`src/rtl/usb_crc_pkg.sv`:
```
// usb_crc_pkg: USB token CRC5 constants and helpers shared by the CRC engine.
package usb_crc_pkg;

    localparam int              CRC5_WIDTH    = 5;
    localparam logic [4:0]      CRC5_POLY     = 5'b00101;
    localparam logic [4:0]      CRC5_SEED     = 5'b11111;
    localparam logic [4:0]      CRC5_RESIDUAL = 5'b01100;

    function automatic logic [CRC5_WIDTH-1:0] crc5_next(input logic [CRC5_WIDTH-1:0] crc, input logic b);
        return {crc[CRC5_WIDTH-2:0], 1'b0} ^ ((b ^ crc[CRC5_WIDTH-1]) ? CRC5_POLY : '0);
    endfunction

    // Wire-order CRC field: inverted and bit-reversed so bit0 goes out first.
    function automatic logic [CRC5_WIDTH-1:0] crc5_field(input logic [CRC5_WIDTH-1:0] crc);
        logic [CRC5_WIDTH-1:0] f;
        f = '0;
        for (int i = 0; i < CRC5_WIDTH; i++)
            f[i] = ~crc[CRC5_WIDTH-1-i];
        return f;
    endfunction

endpackage

```
`src/rtl/crc_check_5bit.sv`:
```
// crc_check_5bit: serial USB CRC5 generator/checker clocked by the bit-enable strobe.
module crc_check_5bit
    import usb_crc_pkg::*;
(
    input  logic                  clk,
    input  logic                  n_rst,
    input  logic                  shift_enable,
    input  logic                  serial_in,
    input  logic                  eop,
    input  logic                  shift_stop,
    input  logic                  crc_rcv,
    input  logic                  sync_rst,
    output logic [CRC5_WIDTH-1:0] parallel_out
);

    logic [CRC5_WIDTH-1:0] crc_q;
    logic [CRC5_WIDTH-1:0] result_q;

    // A check-mode eop freezes the register for that cycle so the verdict sees the pre-shift value.
    always_ff @(posedge clk or negedge n_rst) begin
        if (!n_rst) begin
            crc_q    <= CRC5_SEED;
            result_q <= '0;
        end else if (sync_rst) begin
            crc_q    <= CRC5_SEED;
            result_q <= '0;
        end else if (eop && crc_rcv) begin
            result_q <= (crc_q == CRC5_RESIDUAL) ? '1 : '0;
        end else if (shift_enable && !shift_stop) begin
            crc_q <= crc5_next(crc_q, serial_in);
        end
    end

    always_comb parallel_out = crc_rcv ? result_q : crc5_field(crc_q);

endmodule

```
`config.mk`:
```
export PLATFORM = sky130hd
export DESIGN_NAME = crc_check_5bit
export DESIGN_NICKNAME = d
export VERILOG_FILES = /design/src/rtl/usb_crc_pkg.sv /design/src/rtl/crc_check_5bit.sv
export SDC_FILE = /design/constraint.sdc
export NUM_CORES = 1
export LEC_CHECK = 0
export CORE_AREA = 2 2 39 41
export DETAILED_ROUTE_END_ITERATION = 10
export DIE_AREA = 0 0 41 43
export SETUP_SLACK_MARGIN = 0.4
export SYNTH_ARGS = -nofsm -noshare
export SYNTH_HDL_FRONTEND = slang
export SYNTH_SLANG_ARGS = --single-unit
```
`constraint.sdc`:
```
create_clock -name clk -period 2.87 [get_ports clk]
set_clock_uncertainty 0.2 [all_clocks]
set_input_delay 0.7175 -clock clk [delete_from_list [all_inputs] [get_ports clk]]
set_output_delay 0.7175 -clock clk [all_outputs]
set_load 0.005 [all_outputs]
```
-- After elaboration in Yosys (flattened, before gate mapping)
Cells that the tools add are included.
- input bits: 8
- logic and storage cells: 25
- register bits after elaboration: 10
- output and inout port bits: 5
- mux-type cells: 8
- reduce and logical (&&, ||, !) cells: 6
- bitwise operators: 7
- equality and inequality tests: 2
- operator list (operator ; number):
    two-way mux 5 bit ; 7
    equality test 5 x 4 -> 1 bit (second input constant) ; 1
    inverter 1 bit ; 5
    bitwise XOR 5 x 3 -> 5 bit ; 1
    nonzero test 2 bit ; 2
    two-way mux 3 bit ; 1
    logical AND 1 bit ; 2
    != test 2 bit (second input constant) ; 1
    AND reduction 2 bit ; 1
    logical NOT 1 bit ; 1
    bitwise XOR 1 bit ; 1

-- Depth between registers and ports, before layout
Gate-level depths: netlist of run 1.
- word-level depth: 6
- gate-level depth with buffers: 3
- gate-level depth less buffers: 3

-- Worst setup path before layout of run 1
No wires, ideal clock.
- path kind: input -> output
- start point: input crc_rcv
- end point: output parallel_out[0]
- stages on the path: 3
- path slack: 0.960 ns
- path buffers: 0
- required time: 1.952 ns
- arrival time: 0.992 ns
- path through: inv_1 > nor2_1 > a21oi_1
- word-level cells in the longest chain between the ends: 1
- ends and longest elaborated chain (element ; line ; RTL):
    start: declaration ; crc_check_5bit.sv:11 ; input logic crc_rcv,
    two-way mux 5 bit ; crc_check_5bit.sv:34 ; always_comb parallel_out = crc_rcv ? result_q : crc5_field(crc_q);
    end: declaration ; crc_check_5bit.sv:13 ; output logic [CRC5_WIDTH-1:0] parallel_out
Every way passes these cells.

-- Worst setup path in the final report of run 1
- start point: input crc_rcv
- end point: output parallel_out[4]
Same word-level chain as after synthesis.

==> qor.yml, run 1 <==
outcome: "finished clean"
layout.cells.non_filler: 69
drive_gt1_share_pct: 35.8
arrival_ns: 1.48
cts_max_level: 1
routed-wl-met2_um: 339
cts_tree: "built"
crit_family: "buffers and inverters"
synth_area_leader_cell: "dfstp_2"
wl_per_cell_um: 11.7
drv_cap: 0
track_usage_pct: 10.3
yosysUniqueCellTypes: 17
endpoint_kind: "output pin"
dp_hpwl_um: 574
num_rows: 14
highest_layer: "met4"
diodes: 0
netlist.area_leader.share_pct: 39.0
fin_nets: 62
cts_sinks: 6
drtIter0Drc: 10
syn_nets: 42
hold_class: "register to register"
max_freq_ghz: 0.417
wirelength_um: 805
ys.flop_type: "dfstp_2"
synth.area.top_cells: "dfstp_2 39%, and3_2 8.9%, a211o_1 7.8%"
finalCritPeriodShare_pct: 83.5
finalWeightedCongestion: 0.670
antenna_found_initial: 0
synth_cells: 34
synth_edf_count: 0
syn-cell-area_um2: 337
pre_cts_slack_ns: -0.0456
overflow: 0
area_delta_synth_final_pct: 56.5
initial_core_util_pct: 24.3
die_h_um: 43
cts-root-buf: "clkbuf_4"
numCtsBuffers: 3
die_w_um: 41
dieArea_um2: 1760
viasPerCell: 4.99
dr_wl_met3_um: 92
critPathBufInv: 4
rsz0062_at_grt: "false"
ir_drop_mv: 0.185
synthTopCellsByCount: "5 x a21oi_1, 5 x dfstp_2, 4 x and3_2, 3 x a211o_1, 3 x nand2_1"
seq_area_frac_synth_pct: 46.5
finalSetupViolCount: 0
cp.required_ns: 1.95
core_um2: 1380
dpl_cell_area_um2: 492
ys_warn_count: 0
fin_crit_ns: 2.40
p_leak_uw: 0.000228
drc: 0
num_io_pins: 13
wirelength_met1_um: 365
drt.antenna.violating_nets: 0
grt_pass1_wl_mm: 1.15
start_kind: "input port"
dr.pass1.iters: 4
avgSynthCellArea_um2: 9.90
slowest_delay_ns: 0.24
clk_pin_slew_worst_paths_ns: 0.05
clk_latency_ns: 0.25
stdcell_area_um2: 527
synthArstFlopShare_pct: 100
worst_hold_slack_ns: 0.356
cellPowerDensity_nw_per_um2: 431
slew_violations: 0
clk_path_buf_depth: 2
grt_pass1_vias: 295
portBuffers: 12
finalWorstSetupSlack_ns: 0.473
tightest_slew_ns: 0.281
grt_max_degree: 11
maxSlewHeadroom_pct: 81.2
hold_viol_final: 0
ys_seq_elements: 6
crit_fanout: 3
path_class: "input port to output pin"
vias: 344
place_inst: 64
cp_slowest_cell: "dlygate4sd2_1"
path_cells: "clkdlybuf4s15_1 > inv_2 > buf_4 > a21oi_1 > dlygate4sd2_1"
## cell type report
| class | instances | area, um^2 |
|---|---|---|
| Fill cell | 150 | 857 |
| Timing Repair Buffer | 15 | 138 |
| Inverter | 1 | 3.75 |
| Tap cell | 16 | 20.0 |
| Sequential cell | 6 | 156 |
| Multi-Input combinational cell | 27 | 183 |
| Clock buffer | 4 | 26.3 |
## per-layer routing
layer | track usage (%) | vias up
met1 | 12.7 | 162
li1 | - | 166
met2 | 12.8 | 14
met3 | 5.24 | 2
met5 | 0 | -
met4 | 8.00 | 0
## where the power goes
| part | leakage, uW | internal [uW] | switching, uW |
|---|---|---|---|
| clock network | 0.0000150 | 52.9 | 34.3 |
| logic | 0.000146 | 25.5 | 17.3 |
| registers | 0.0000667 | 92.5 | 4.62 |
| total | 0.000228 | 171 | 56.2 |
## tightest hold or removal path: stages, from the launching register on
cell	delay (ns)
dfstp_2	0.38
a21oi_1	0.11
o21bai_1	0.06
## state kept, by name, indices dropped and copies added (netlist names)
signal and count:
crc_q 5, result_q 1
## cell families (layout without fill, tap and decap cells)
| group | after synthesis | count (layout) | synth area share (%) |
|---|---|---|---|
| flip-flops | 6 | 6 | 46.5 |
| XOR/XNOR | 2 | 2 | 5.21 |
| AND/OR/NAND/NOR | 12 | 12 | 21.6 |
| buffers and inverters | 1 | 20 | 1.11 |
| AO/OA/AOI/OAI | 13 | 13 | 25.7 |
## metrics by stage
step	setup TNS, ns	total power [uW]	util [%]
6_report	0	227	38.1
5_1_grt	0	243	38.1
4_1_cts	0	231	37.6
3_5_place_dp	-0.128	142	35.5
3_3_place_gp	-0.0595	142	35.5
2_1_floorplan	0	115	-
## what timing repair did
item                       4_1_cts  5_1_grt
hold endpoints to repair         0        0
gates resized for setup          8        3
setup buffers                    1        0
hold buffers                     0        0
setup endpoints to repair        5        3
## layout by cell type, fill, tap and decap left out
| cell type | Yosys | layout |
|---|---|---|
| dfstp_2 | 5 | 5 |
| o21bai_1 | 1 | 1 |
| inv_2 | 0 | 1 |
| o21ai_0 | 2 | 2 |
| nand2_2 | 1 | 1 |
| a21boi_0 | 1 | 1 |
| or4_1 | 1 | 1 |
| clkbuf_1 | 0 | 1 |
| dlygate4sd2_1 | 0 | 4 |
| buf_4 | 0 | 3 |
| a21oi_2 | 0 | 1 |
| clkdlybuf4s50_1 | 0 | 6 |
| a211o_1 | 3 | 3 |
| xnor2_1 | 2 | 2 |
| nor2_2 | 0 | 1 |
| nor2b_1 | 1 | 1 |
| clkbuf_4 | 0 | 3 |
| nand2_1 | 3 | 3 |
| nand3b_1 | 1 | 1 |
| a311o_1 | 1 | 1 |
| clkdlybuf4s15_1 | 0 | 2 |
| a21oi_1 | 5 | 4 |
| dfrtp_1 | 1 | 1 |
| and3_2 | 4 | 4 |
## path summary, 6_finish.rpt
path / slack (ns) / endpoint / cells past startpoint / startpoint
worst max-delay path: 0.47 / parallel_out[4] / 5 / crc_rcv
min in group asynchronous: 0.51 / result_q[3]$_DFFE_PN0P_ / 1 / n_rst
worst max register to register: 1.43 / crc_q[2]$_DFFE_PN1P_ / 3 / crc_q[4]$_DFFE_PN1P_
max in group asynchronous: 1.68 / crc_q[1]$_DFFE_PN1P_ / 1 / n_rst
worst min-delay path: 0.36 / crc_q[0]$_DFFE_PN1P_ / 2 / crc_q[0]$_DFFE_PN1P_
worst min register to register: 0.36 / crc_q[0]$_DFFE_PN1P_ / 2 / crc_q[0]$_DFFE_PN1P_
No activity file was read; power rests on OpenSTA's default activity.
==> inputs of run 2 (changes only) <==
==> constraint.sdc (replaced) <==
create_clock -name clk -period 2.4 [get_ports clk]
set_clock_uncertainty 0.2 [all_clocks]
set_input_delay 0.6 -clock clk [delete_from_list [all_inputs] [get_ports clk]]
set_output_delay 0.6 -clock clk [all_outputs]
set_load 0.005 [all_outputs]
==> run 2 against run 1 <==
Net effect:
- register-to-register slack got worse by 0.48 ns
- final area decreased by 3.3%
- combinational power is 19% higher
- power is 19% higher
- critical path type unchanged
==> qor.yml, run 2 (same netlist as run 1, synthesis figures left out) <==
outcome: "finished clean"
max_freq_ghz: 0.524
portBuffers: 12
track_usage_pct: 12.3
cts_tree: "built"
grt_pass1_wl_mm: 1.35
diodes: 0
cts_sinks: 6
postLayoutCoreUtil_pct: 36.8
mostFrequentLayoutCell: "clkdlybuf4s50_1"
drt.antenna.violating_nets: 0
rsz0062_at_grt: "false"
dpl_cell_area_um2: 499
crit_fanout: 4
clk_pin_slew_worst_paths_ns: 0.05
hold_viol_final: 0
wl_per_cell_um: 12.5
cts_max_level: 1
antenna_found_initial: 0
cp.required_ns: 1.60
cts-root-buf: "clkbuf_4"
grt_pass1_vias: 323
grt_max_degree: 11
largest_reg_flops: 5
area_delta_synth_final_pct: 51.3
dp_hpwl_um: 615
wirelength_um: 865
finalWeightedCongestion: 0.653
top_regs: "crc_q x5, result_q x1"
drive_gt1_share_pct: 47.2
path_class: "input port to output pin"
ir_drop_mv: 0.249
finalPower_uw: 271
finalCritPeriodShare_pct: 79.5
pre_cts_slack_ns: -0.289
finalSetupViolCount: 0
slew_violations: 0
clk_path_buf_depth: 2
viasPerCell: 4.83
tightest_slew_ns: 0.318
clk_latency_ns: 0.25
dieArea_um2: 1760
endpoint_kind: "output pin"
die_w_um: 41
drv_cap: 0
top_register: "crc_q"
maxSlewHeadroom_pct: 78.7
hold_class: "register to register"
core_um2: 1380
drc: 0
vias: 333
finalWorstSetupSlack_ns: 0.492
stdcell_area_um2: 509
arrival_ns: 1.11
fin_crit_ns: 1.91
reg2reg_slack_ns: 0.95
overflow: 0
initial_core_util_pct: 24.3
dr.pass1.iters: 1
p_leak_uw: 0.000220
die_h_um: 43
drtIter0Drc: 0
num_rows: 14
start_kind: "input port"
fin_nets: 62
mostFrequentLayoutCells: "6 x clkdlybuf4s50_1, 5 x dfstp_2, 4 x a21oi_1, 4 x and3_2"
numCtsBuffers: 3
post_cts_buffers: 0
num_io_pins: 13
cellPowerDensity_nw_per_um2: 532
-- run 2: path summary, 6_finish.rpt --
path | startpoint | to | depth (start not counted)
max | crc_rcv | parallel_out[3] | 4
min | crc_q[0]$_DFFE_PN1P_ | crc_q[0]$_DFFE_PN1P_ | 2
max reg2reg | crc_q[4]$_DFFE_PN1P_ | crc_q[2]$_DFFE_PN1P_ | 3
min reg2reg | crc_q[0]$_DFFE_PN1P_ | crc_q[0]$_DFFE_PN1P_ | 2
max in group asynchronous | n_rst | crc_q[1]$_DFFE_PN1P_ | 1
min in group asynchronous | n_rst | result_q[3]$_DFFE_PN0P_ | 1
-- run 2: what timing repair did --
item                       in CTS  in global routing
gates resized for setup        17                 10
setup endpoints to repair       5                  5
pin swaps                       0                  0
hold buffers                    0                  0
-- run 2: power breakdown --
group          leakage [uW]  total [uW]  internal (uW)  switching [uW]
clock             0.0000150         104           63.2            40.4
combinational      0.000139        50.8           29.0            21.8
sequential        0.0000667         116            111            5.76
-- run 2: layer usage --
| metal | track usage, % | vias to the layer above | part of all wire, % |
|---|---|---|---|
| li1 | - | 167 | - |
| met2 | 15.6 | 12 | 41 |
| met4 | 12.0 | 0 | 3.9 |
| met3 | 4.71 | 4 | 6.7 |
| met1 | 14.8 | 150 | 48 |
| met5 | 0 | - | 0 |
-- run 2: final cells by class --
cell class | count | area, um^2
Inverter | 1 | 6.26
Clock buffer | 4 | 26.3
Multi-Input combinational cell | 27 | 188
Sequential cell | 6 | 156
Timing Repair Buffer | 15 | 113
Tap cell | 16 | 20.0
Fill cell | 159 | 875
-- run 2: through the flow --
| stage | TNS, ns | hold slack [ns] | instances |
|---|---|---|---|
| final | 0 | 0.380 | 69 |
| after global routing | 0 | 0.404 | 69 |
| after CTS | 0 | 0.361 | 69 |
| after detailed placement | -1.37 | 0.340 | 65 |
| after global placement | -1.33 | 0.345 | 65 |
| after floorplan | 0 | 0.104 | 34 |
-- run 2: worst max-delay path: stages --
cell and delay [ns]:
buf_2 0.13, buf_4 0.13, o21ai_0 0.12, buf_2 0.13
